**src/rtl/proc_sequencer_pkg.sv**
```systemverilog
// Shared definitions for the proc instruction sequencer: opcode constants,
// FSM state encoding and a small opcode decode helper.
package proc_sequencer_pkg;

  localparam logic [2:0] MVI_OP  = 3'b001;
  localparam logic [2:0] HALT_OP = 3'b111;

  typedef enum logic [2:0] {
    S_IDLE,
    S_FETCH,
    S_LATCH,
    S_IMM_F,
    S_IMM_L,
    S_ISSUE,
    S_EXEC
  } seq_state_e;

  function automatic logic [2:0] opcode(input logic [15:0] word);
    return word[15:13];
  endfunction

endpackage

```
**src/rtl/proc_sequencer_pc.sv**
```systemverilog
// Program counter for the sequencer: synchronous clear, increment, modulo-2**AW wrap.
module seq_pc #(
  parameter int AW = 8
) (
  input  logic          clk,
  input  logic          rst_n,
  input  logic          clr,
  input  logic          inc,
  output logic [AW-1:0] pc
);

  logic [AW-1:0] pc_q;
  logic [AW-1:0] pc_d;

  always_comb begin
    pc_d = pc_q;
    if (clr)      pc_d = '0;
    else if (inc) pc_d = pc_q + AW'(1);
  end

  always_ff @(posedge clk or negedge rst_n) begin
    if (!rst_n) pc_q <= '0;
    else        pc_q <= pc_d;
  end

  assign pc = pc_q;

endmodule

```
**src/rtl/regn.sv**
```systemverilog
// Generic n-bit load-enable register used for the instruction and immediate latches.
module regn #(
  parameter int n = 16
) (
  input  logic [n-1:0] R,
  input  logic         Rin,
  input  logic         Clock,
  input  logic         Resetn,
  output logic [n-1:0] Q
);

  logic [n-1:0] q_q;
  logic [n-1:0] q_d;

  always_comb begin
    q_d = q_q;
    if (Rin) q_d = R;
  end

  always_ff @(posedge Clock or negedge Resetn) begin
    if (!Resetn) q_q <= '0;
    else         q_q <= q_d;
  end

  assign Q = q_q;

endmodule

```
**src/rtl/proc_sequencer.sv**
```systemverilog
// Autonomous instruction sequencer: fetches words from a 1-cycle-latency ROM,
// issues them to proc with a Run pulse, waits for Done and stops on HALT/Stop/timeout.
module proc_sequencer
  import proc_sequencer_pkg::*;
#(
  parameter int AW      = 8,
  parameter int TIMEOUT = 7
) (
  input  logic          Clock,
  input  logic          Resetn,
  input  logic          Start,
  input  logic          Stop,
  output logic [AW-1:0] MemAddr,
  input  logic [15:0]   MemData,
  output logic [15:0]   ProcDIN,
  output logic          ProcRun,
  input  logic          ProcDone,
  output logic          Busy,
  output logic          Halted,
  output logic          Error,
  output logic [15:0]   InstrCount
);

  localparam int WDW = $clog2(TIMEOUT + 1);

  seq_state_e     state_q, state_d;
  logic           stop_q, stop_d;
  logic           halted_q, halted_d;
  logic           error_q, error_d;
  logic [15:0]    cnt_q, cnt_d;
  logic [WDW-1:0] wdog_q, wdog_d;

  logic           pc_clr, pc_inc;
  logic           instr_en, imm_en;
  logic [15:0]    instr_q, imm_q;
  logic [AW-1:0]  pc;
  logic           is_mvi;

  seq_pc #(.AW(AW)) u_pc (
    .clk   (Clock),
    .rst_n (Resetn),
    .clr   (pc_clr),
    .inc   (pc_inc),
    .pc    (pc)
  );

  regn #(.n(16)) u_instr (
    .R      (MemData),
    .Rin    (instr_en),
    .Clock  (Clock),
    .Resetn (Resetn),
    .Q      (instr_q)
  );

  regn #(.n(16)) u_imm (
    .R      (MemData),
    .Rin    (imm_en),
    .Clock  (Clock),
    .Resetn (Resetn),
    .Q      (imm_q)
  );

  assign is_mvi = (opcode(instr_q) == MVI_OP);

  always_comb begin
    state_d  = state_q;
    stop_d   = stop_q;
    halted_d = halted_q;
    error_d  = error_q;
    cnt_d    = cnt_q;
    wdog_d   = wdog_q;
    pc_clr   = 1'b0;
    pc_inc   = 1'b0;
    instr_en = 1'b0;
    imm_en   = 1'b0;

    if (state_q != S_IDLE && Stop) stop_d = 1'b1;

    unique case (state_q)
      S_IDLE: begin
        if (Start) begin
          pc_clr   = 1'b1;
          halted_d = 1'b0;
          error_d  = 1'b0;
          cnt_d    = '0;
          stop_d   = 1'b0;
          state_d  = S_FETCH;
        end
      end
      S_FETCH: state_d = S_LATCH;
      S_LATCH: begin
        instr_en = 1'b1;
        pc_inc   = 1'b1;
        if (opcode(MemData) == HALT_OP) begin
          halted_d = 1'b1;
          state_d  = S_IDLE;
        end else if (opcode(MemData) == MVI_OP) begin
          state_d = S_IMM_F;
        end else begin
          state_d = S_ISSUE;
        end
      end
      S_IMM_F: state_d = S_IMM_L;
      S_IMM_L: begin
        imm_en  = 1'b1;
        pc_inc  = 1'b1;
        state_d = S_ISSUE;
      end
      S_ISSUE: begin
        wdog_d  = '0;
        state_d = S_EXEC;
      end
      S_EXEC: begin
        // Timeout fires at the end of the TIMEOUT-th EXEC cycle, hence the compare on the next value.
        wdog_d = wdog_q + WDW'(1);
        if (ProcDone) begin
          cnt_d   = cnt_q + 16'd1;
          state_d = (stop_q || Stop) ? S_IDLE : S_FETCH;
        end else if (wdog_d == WDW'(TIMEOUT)) begin
          error_d = 1'b1;
          state_d = S_IDLE;
        end
      end
      default: state_d = S_IDLE;
    endcase
  end

  always_ff @(posedge Clock or negedge Resetn) begin
    if (!Resetn) begin
      state_q  <= S_IDLE;
      stop_q   <= 1'b0;
      halted_q <= 1'b0;
      error_q  <= 1'b0;
      cnt_q    <= '0;
      wdog_q   <= '0;
    end else begin
      state_q  <= state_d;
      stop_q   <= stop_d;
      halted_q <= halted_d;
      error_q  <= error_d;
      cnt_q    <= cnt_d;
      wdog_q   <= wdog_d;
    end
  end

  // DIN is zero through FETCH/LATCH/IMM_*, which always follow IDLE or EXEC->FETCH.
  always_comb begin
    ProcDIN = '0;
    if (state_q == S_ISSUE)     ProcDIN = instr_q;
    else if (state_q == S_EXEC) ProcDIN = is_mvi ? imm_q : instr_q;
  end

  assign ProcRun    = (state_q == S_ISSUE);
  assign Busy       = (state_q != S_IDLE);
  assign MemAddr    = pc;
  assign Halted     = halted_q;
  assign Error      = error_q;
  assign InstrCount = cnt_q;

endmodule

```
**config.mk**
```make
export PLATFORM = sky130hd
export DESIGN_NAME = proc_sequencer
export DESIGN_NICKNAME = d
export VERILOG_FILES = /design/src/rtl/proc_sequencer_pkg.sv /design/src/rtl/proc_sequencer_pc.sv /design/src/rtl/regn.sv /design/src/rtl/proc_sequencer.sv
export SDC_FILE = /design/constraint.sdc
export NUM_CORES = 1
export LEC_CHECK = 0
export ABC_AREA = 1
export BUFFER_PORTS_ARGS = -buffer_cell sky130_fd_sc_hd__buf_2
export CORE_ASPECT_RATIO = 0.9
export CORE_MARGIN = 2
export CORE_UTILIZATION = 40
export DETAILED_ROUTE_END_ITERATION = 6
export GPL_TIMING_DRIVEN = 0
export HOLD_SLACK_MARGIN = 0.02
export MAX_ROUTING_LAYER = met4
export PLACE_DENSITY_LB_ADDON = 0.3
export SYNTH_ARGS = -nofsm -noshare
export SYNTH_HDL_FRONTEND = slang
export SYNTH_SLANG_ARGS = --single-unit
```
**constraint.sdc**
```tcl
create_clock -name Clock -period 3.2 [get_ports Clock]
set_clock_uncertainty 0.1 [all_clocks]
set_input_delay 0.48 -clock Clock [delete_from_list [all_inputs] [get_ports Clock]]
set_output_delay 0.48 -clock Clock [all_outputs]
set_load 0.05 [all_outputs]
```
==> flow_summary.json <==
{
  "power_mw": 3.59,
  "cap_violations": 0,
  "fillers": 796,
  "post-synth-top-area-cell": "dfrtp_1",
  "globalplace.congestion": 0.820,
  "drt_iter0_drc": 224,
  "cp.required_ns": 2.62,
  "areaGrowthSynthToFinish_pct": 19.8,
  "die-area_mm2": 0.00899,
  "switching_share_pct": 47.2,
  "routedWlPerCell_um": 13.7,
  "ys_seq_area_share_pct": 49.3,
  "synth_common_cells": "nand2_1 (98), dfrtp_1 (65), o21ai_0 (58), nor2_1 (44), inv_1 (42)",
  "max-slew-margin-rel_pct": 43.9,
  "tightest_slew_ns": 0.841,
  "root_buffer": "clkbuf_8",
  "crit_type": "flip-flop to primary output",
  "drc": 0,
  "synth_fp_nets": 450,
  "crit_path_start_kind": "flip-flop",
  "hold_slack_ns": 0.117,
  "async_flop_share_pct": 100,
  "min_path_type": "primary input to async pin",
  "pin_count": 65,
  "dp.cells": 588,
  "num_antenna_cells": 0,
  "status": "finished clean",
  "overflow": 0,
  "seqPwrFrac_pct": 36.3,
  "wl_um": 8300,
  "multi_input_area_mm2": 0.00144,
  "drt-met1-wl_um": 3920,
  "intPower_mw": 1.89,
  "clkTransAtPathRegs_ns": 0.07,
  "met3_length_um": 417,
  "viasPerCell": 5.13,
  "cts_inserted_buffers": 9,
  "htree_num_levels": 3,
  "drive_gt1_share_pct": 19.2,
  "post-place-ws_ns": 0.815,
  "leakagePower_nw": 2.02,
  "cp-end-kind": "primary output",
  "synth_cell_type_count": 27,
  "clk_latency_ns": 0.35,
  "synth-main-ff-cell": "dfrtp_1",
  "placeableCoreArea_mm2": 0.00803,
  "cts_tree": "built",
  "final_cell_count_no_fill": 604,
  "layout_min_cycle_time_ns": 2.77,
  "rrSetupSlack_ns": 1.54,
  "num_rows": 31,
  "fin_crit_sh_pct": 86.6,
  "nets": 525,
  "pwr_density_cell_mw_per_mm2": 910,
  "timing.final.ws_setup_ns": 0.430,
  "die_x_um": 99.7,
  "ys_warn_count": 0,
  "crit_arrival_ns": 2.19,
  "place_hpwl_um": 5720,
  "seq_area_mm2": 0.00163,
  "met2_length_um": 3890,
  "synth_top_area_share_pct": 49.3,
  "netlist_area_mm2": 0.00330,
  "initial_core_util_pct": 41.1,
  "syn_area_per_cell_um2": 7.76,
  "post_cts_buffers": 0,
  "combinationalPowerShare_pct": 43.4,
  "tns_ns": 0,
  "groute.usage.overall_pct": 20.2,
  "clock_path_buffers": 2,
  "ant_nets": 0,
  "slew_viol_final": 0,
  "synth_cells": 425,
  "ys_ff_latch": 65,
  "antenna_found_initial": 0,
  "synth-edff-count": 0,
  "pwr-share-clk_pct": 20.3,
  "dr_total_vias": 3098,
  "rsz0062_at_grt": "false",
  "grt_pass1_vias": 2906,
  "max_freq_ghz": 0.361,
  "ir_worst_vdd_uv": 414,
  "path_max_fanout": 10,
  "post_cts_resized": 0,
  "yosysMostFrequentCell": "nand2_1",
  "io_buffers": 64,
  "setup_viol": 0,
  "grt_max_degree": 66,
  "die_h_um": 90.1,
  "cts_num_sinks": 65,
  "grt_pass1_wl_um": 14100,
  "yosys-top-cells-area": "dfrtp_1 (49%), nand2_1 (11%), o21ai_0 (8.8%), a21oi_1 (5.6%), nor2_1 (5.0%)",
  "p_sw_mw": 1.70,
  "top_layer": "met4",
  "hold_viol_final": 0,
  "postCtsHoldBufs": 0,
  "drtPass1Iterations": 4
}
-- logic make-up (layout without fill, tap and decap cells) --
logic type	count (synthesis)	count (layout)	share of synthesized area, %
AO/OA/AOI/OAI	102	102	15.9
XOR/XNOR	6	6	1.59
adder cells (fa/ha/maj)	4	4	1.52
buffers and inverters	60	140	7.13
flip-flops	65	65	49.3
AND/OR/NAND/NOR	188	188	24.5
-- metal layers --
metal / vias to the layer above / global-route usage (%)
li1: 1549 / -
met5: - / -
met2: 75 / 30.2
met4: 0 / 6.05
met3: 10 / 5.13
met1: 1464 / 27.2
-- stage by stage --
step / instance area [µm²] / util, %
final: 3950 / 49.2
after global routing: 3950 / 49.2
after CTS: 3950 / 49.2
after detailed placement: 3740 / 46.6
after global placement: 3740 / 46.6
after floorplan: 3300 / -
-- final cells by class --
cell class / instances / share of cell area, %
Buffer: 15 / 1.68
Clock buffer: 10 / 3.49
Clock inverter: 6 / 1.71
Inverter: 45 / 4.28
Multi-Input combinational cell: 300 / 36.3
Sequential cell: 65 / 41.2
Tap cell: 99 / 3.14
Timing Repair Buffer: 64 / 8.17
-- path summary, 6_finish.rpt --
path,start,to,cells past startpoint
max reg2reg,state_q[1]$_DFFE_PN0P_,InstrCount[10]$_DFFE_PN0P_,9
min,Resetn,u_instr.Q[1]$_DFFE_PN0N_,1
max,state_q[0]$_DFFE_PN0P_,ProcDIN[6],7
min in group Clock,Start,stop_q$_DFF_PN0_,2
min reg2reg,u_imm.Q[3]$_DFFE_PN0N_,u_imm.Q[3]$_DFFE_PN0N_,2
max in group asynchronous,Resetn,u_imm.Q[15]$_DFFE_PN0N_,1
-- cell usage in the layout, fill, tap and decap left out, types with 8 or more instances in the layout --
master	synthesis	routed
nand2_1	98	98
buf_2	5	68
dfrtp_1	65	65
o21ai_0	58	58
nor2_1	44	44
inv_1	42	42
a21oi_1	37	37
nand3_1	24	24
clkbuf_8	0	10
clkbuf_1	9	9
nand4_1	8	8
-- sequential cells by signal, indices dropped and copies added (netlist names), 3 cells and up --
name	count
u_pc.pc	8
wdog_q	3
u_imm.Q	16
u_instr.Q	16
InstrCount	16
state_q	3
-- critical path: stages, from the launching register on --
cell and delay (ns):
dfrtp_1 0.44, inv_2 0.12, nand3_2 0.14, inv_1 0.24, buf_2 0.29, o21ai_0 0.12, a21oi_1 0.19, buf_2 0.30
-- power groups by stage --
stage	clock (mW)	combinational [mW]	sequential [mW]
finish	0.730	1.56	1.30
global route	0.781	1.73	1.34
CTS	0.745	1.57	1.30
detailed placement	0	1.56	1.31
global placement	0	1.53	1.30
floorplan	0	1.04	1.40
No activity file was read; power rests on OpenSTA's default activity.
